### config.mk
export PLATFORM = sky130hd
export DESIGN_NAME = instr_encoder
export DESIGN_NICKNAME = d
export VERILOG_FILES = /design/src/rtl/otter_enc_pkg.sv /design/src/rtl/imm_range_check.sv /design/src/rtl/instr_encoder.sv
export SDC_FILE = /design/constraint.sdc
export NUM_CORES = 1
export LEC_CHECK = 0
export CAP_MARGIN = 10
export CORE_UTILIZATION = 39
export DETAILED_ROUTE_END_ITERATION = 8
export PLACE_DENSITY = 0.78
export SYNTH_ARGS = -nofsm -noshare
export SYNTH_HDL_FRONTEND = slang
export SYNTH_SLANG_ARGS = --single-unit
### constraint.sdc
create_clock -name clk -period 3.1 [get_ports clk]
set_input_delay 0.31 -clock clk [delete_from_list [all_inputs] [get_ports clk]]
set_output_delay 0.31 -clock clk [all_outputs]
set_load 0.01 [all_outputs]
### src/rtl/otter_enc_pkg.sv
// Shared types and constants for the OTTER instruction encoder and the loader front end.
package otter_enc_pkg;

    typedef enum logic [2:0] {
        FMT_R = 3'd0,
        FMT_I = 3'd1,
        FMT_S = 3'd2,
        FMT_B = 3'd3,
        FMT_U = 3'd4,
        FMT_J = 3'd5
    } fmt_t;

    localparam logic [6:0] OP_IMM = 7'h13;
    localparam logic [6:0] LUI    = 7'h37;
    localparam logic [6:0] BRANCH = 7'h63;
    localparam logic [6:0] JAL    = 7'h6F;
    localparam logic [6:0] STORE  = 7'h23;

    localparam logic [31:0] NOP_INSTR = 32'h0000_0013;

    // One packed instruction word and the flags that travel with it.
    typedef struct packed {
        logic [31:0] instr;
        logic        range_err;
        logic        align_err;
    } enc_word_t;

endpackage

### src/rtl/imm_range_check.sv
// Checks whether an immediate fits the selected format's field and whether the
// format silently drops any nonzero low-order bits.
module imm_range_check
    import otter_enc_pkg::*;
(
    input  logic [2:0]  fmt,
    input  logic [31:0] imm,
    output logic        range_err,
    output logic        align_err
);

    // A field is representable when every bit above its sign bit copies that sign.
    logic i_s_bad;
    logic b_bad;
    logic j_bad;

    assign i_s_bad = !((&imm[31:11]) || !(|imm[31:11]));
    assign b_bad   = !((&imm[31:12]) || !(|imm[31:12]));
    assign j_bad   = !((&imm[31:20]) || !(|imm[31:20]));

    // NOTE: every output gets a default before the case so no path leaves it unassigned (no latch).
    always_comb begin
        range_err = 1'b0;
        align_err = 1'b0;
        case (fmt)
            FMT_R: ;
            FMT_I, FMT_S: range_err = i_s_bad;
            FMT_B: begin
                range_err = b_bad;
                align_err = imm[0];
            end
            FMT_U: align_err = |imm[11:0];
            FMT_J: begin
                range_err = j_bad;
                align_err = imm[0];
            end
            default: range_err = 1'b1;
        endcase
    end

endmodule

### src/rtl/instr_encoder.sv
// Packs decoded RV32I fields plus a signed immediate into an instruction word,
// behind a single registered valid/ready stage with a saturating error counter.
module instr_encoder
    import otter_enc_pkg::*;
#(
    parameter int ERR_CNT_W = 8
) (
    input  logic                 clk,
    input  logic                 rst,
    input  logic                 in_valid,
    output logic                 in_ready,
    input  logic [2:0]           fmt,
    input  logic [6:0]           opcode,
    input  logic [4:0]           rd,
    input  logic [4:0]           rs1,
    input  logic [4:0]           rs2,
    input  logic [2:0]           funct3,
    input  logic [6:0]           funct7,
    input  logic [31:0]          imm,
    output logic                 out_valid,
    input  logic                 out_ready,
    output logic [31:0]          instr,
    output logic                 range_err,
    output logic                 align_err,
    output logic [ERR_CNT_W-1:0] err_count
);

    localparam logic [ERR_CNT_W-1:0] ERR_MAX = '1;
    localparam logic [ERR_CNT_W-1:0] ERR_ONE = {{(ERR_CNT_W-1){1'b0}}, 1'b1};

    logic      chk_range;
    logic      chk_align;
    logic      accept;
    enc_word_t nxt;
    enc_word_t out_q;

    imm_range_check u_check (
        .fmt       (fmt),
        .imm       (imm),
        .range_err (chk_range),
        .align_err (chk_align)
    );

    // The stage can take a new word whenever it is empty or being drained this cycle.
    assign in_ready = !out_valid || out_ready;
    assign accept   = in_valid && in_ready;

    always_comb begin
        nxt.instr     = NOP_INSTR;
        nxt.range_err = chk_range;
        nxt.align_err = chk_align;
        case (fmt)
            FMT_R: nxt.instr = {funct7, rs2, rs1, funct3, rd, opcode};
            FMT_I: nxt.instr = {imm[11:0], rs1, funct3, rd, opcode};
            FMT_S: nxt.instr = {imm[11:5], rs2, rs1, funct3, imm[4:0], opcode};
            FMT_B: nxt.instr = {imm[12], imm[10:5], rs2, rs1, funct3,
                                imm[4:1], imm[11], opcode};
            FMT_U: nxt.instr = {imm[31:12], rd, opcode};
            FMT_J: nxt.instr = {imm[20], imm[10:1], imm[11], imm[19:12],
                                rd, opcode};
            default: nxt.instr = NOP_INSTR;
        endcase
    end

    // NOTE: sequential state uses non-blocking assignments so every flop samples pre-edge values.
    always_ff @(posedge clk or posedge rst) begin
        if (rst) begin
            out_valid <= 1'b0;
            out_q     <= '0;
        end else if (accept) begin
            out_valid <= 1'b1;
            out_q     <= nxt;
        end else if (out_ready) begin
            out_valid <= 1'b0;
        end
    end

    always_ff @(posedge clk or posedge rst) begin
        if (rst) begin
            err_count <= '0;
        end else if (accept && (chk_range || chk_align) && (err_count != ERR_MAX)) begin
            err_count <= err_count + ERR_ONE;
        end
    end

    assign instr     = out_q.instr;
    assign range_err = out_q.range_err;
    assign align_err = out_q.align_err;

endmodule

==> metrics.txt <==
status finished, final reports clean; first-pass GRT wire length 11.2 mm; CTS tree done; clock skew ~0.0041 ns; top cells by count, synth dfrtp_1 (43), nor2_1 (38), nand2_1 (25); clk sinks 43; pre-CTS WS around 0.32 ns; GR Util met3 0.0571; Slew Limit Headroom 0.401; Synth Area per Inst between 9 and 10 um^2; WP data arrival 2.73 ns; post-synthesis sequential area ratio 0.455; total net switching power about 0.00053 W; antenna cells 0; Final Hold Fails 0; initial antenna violation count 0; count leader, synth dfrtp_1; row cnt 28; H-tree Lvls 2; switching part of the total 0.298; via count about 2500; Yosys top cell by area dfrtp_1; grt total ovfl 0; Clock Pin Slew Worst Setup and Hold Paths ~0.08 ns; count of cell types in the netlist 38; Area contributors post-synth dfrtp_1 (45%), a221oi_1 (6.7%), nor2_1 (6.0%); Max VDD drop ~0.28 mV; WL per Instance around 16 um; Max-cap violations 0; Int Power between 0.001 and 0.0015 W; GR Layer Usage met1 0.296; fmax roughly 0.39 GHz; post-route ant nets 0; DR vias/cell between 5 and 6; Sequential Power Share 0.422; final wirelength ~7.3 mm; endpoints failing setup 0; yosys warns 0; postcts setup bufs 0; Reg2Reg Depth 4; I/O pins ~120; Buffers on Ports 114; Clk Latency, worst-skew pair 0.29 ns; GRT Overall Usage 0.232; #FFs+latches synth between 40 and 50; Worst Path Max Fanout 10; crit path time final between 2 and 3 ns; Hold Crit Start instr[23]; synthesized net count 327; cell area after synthesis approximately 2400 um^2; Final Cell Area between 3000 and 4000 um^2; global placement routability congestion approximately 0.9; post_cts resized 0; GRT Max-Usage Layer met2; cells after synthesis between 200 and 300; Reg2Reg Launch Point out_valid; DIE AREA around 6400 um^2; DP HPWL 5.53 mm; Critical Path RT approximately 3.3 ns; fill count around 510; worst setup path start fmt[1]; WS Path Type input pin to flip-flop; post-synth top area share 0.455; met2 Use GR 0.390; share of layout cells above drive strength 1 0.0759; Clock Path Buffers 2; post-route setup slack roughly 0.55 ns; Clk pwr share 0.236; vias in the first global route ~2300; pwr dens 480 nW/um^2; Final Max Tran Viols 0; Num CTS Buffers 5; y dimension of the die around 80 um; drt drc 0; TNS Setup 0 ns; Die X ~80 um; worst hold path type flip-flop to flip-flop; Post-layout nets 441; placement-stage cell area between 3000 and 4000 um^2; RSZ-0062 raised after global routing false; core footprint between 5000 and 6000 um^2; Root Driver clkbuf_8; Iter 0 DRT Violations 153; Logic pwr share 0.343; Worst-Margin Slew approximately 0.9 ns; CP Capture Type flip-flop; DR pass1 iterations 4; Post-synth EDFFs 0; Leak Pwr between 1 and 1.5 nW; hold_buf cts 0; final worst-path cycle share 0.822; Starting Density 0.402; largest net degree at the start of global routing between 40 and 50; asr flop ratio synth 1.00; startpoint types input pin; area grow syn2layout 56.7%; WHS Path Cells 2; Primary FF master, synth dfrtp_1
## cell families (layout without fill, tap and decap cells)
group                      count (synthesis)  count (layout)  share of synthesized area
muxes                                     11              11                     0.0524
DFF                                       43              43                      0.455
adders and majority gates                  1               1                    0.00529
buffers and inverters                     20             134                     0.0317
xor gates and xnor gates                   6               6                     0.0222
and+or+nand+nor                           98              98                      0.197
AOI/OAI and AO/OA                         76              76                      0.236
## per-layer routing
metal  wire (um)  share of wire
met5           0              0
met4          98          0.013
met3         575          0.079
met2        3600           0.50
met1        2990           0.41
## path summary, 6_finish.rpt
| check | endpoint | slack [ns] |
|---|---|---|
| max | err_count[6] | 0.55 |
| min | instr[23] | 0.49 |
| max reg2reg | err_count[6] | 1.22 |
| min reg2reg | instr[23] | 0.49 |
| max in group asynchronous | instr[29] | 2.00 |
| min in group asynchronous | instr[19] | 0.54 |
## state kept, by name, summed over array words and instances (netlist names)
signal	count
range_err	1
instr	32
align_err	1
out_valid	1
err_count	8
## area by class of cell
cell class                      count  area [um^2]  share of cell area
Clock buffer                        6         72.6              0.0196
Multi-Input combinational cell    192         1210               0.328
Tap cell                           75         93.8              0.0253
Timing Repair Buffer              122         1200               0.324
Inverter                            5         18.8             0.00506
Sequential cell                    43         1080               0.290
Clock inverter                      1         30.0             0.00810
## worst max-delay path, cell delays in order
cell and delay (ns):
clkdlybuf4s50_1 0.74, inv_1 0.24, a2111oi_2 0.50, a31oi_4 0.13
a2111oi_2 0.47, mux2_4 0.33
## cell usage in the layout (no fill, tap or decap), types with 6 or more instances in the layout
cell,netlist,layout
a21oi_1,8,8
a221oi_1,18,18
a22oi_1,7,7
buf_4,0,8
clkdlybuf4s50_1,0,114
dfrtp_1,43,43
mux2i_1,6,6
nand2_1,25,25
nand4_1,6,6
nor2_1,38,38
nor2b_1,6,6
nor3_1,6,6
o21ai_0,21,21
xor2_1,6,6
## power groups by stage
stage                     clock (W)  sequential (W)  combinational [W]
final                      0.000419        0.000751           0.000610
after global routing       0.000446        0.000766           0.000662
after CTS                  0.000425        0.000749           0.000616
after detailed placement          0        0.000760           0.000613
after global placement            0        0.000756           0.000602
after floorplan                   0        0.000794           0.000205
## through the flow
step | cells | utilization | hold slack (ns) | total power [W]
4_1_cts | 444 | 0.630 | 0.498 | 0.00179
6_report | 444 | 0.630 | 0.492 | 0.00178
5_1_grt | 444 | 0.630 | 0.513 | 0.00187
2_1_floorplan | 255 | - | 0.418 | 0.000999
3_3_place_gp | 437 | 0.612 | 0.464 | 0.00136
3_5_place_dp | 437 | 0.612 | 0.473 | 0.00137
Note: power is estimated with default switching activity, not from simulation.
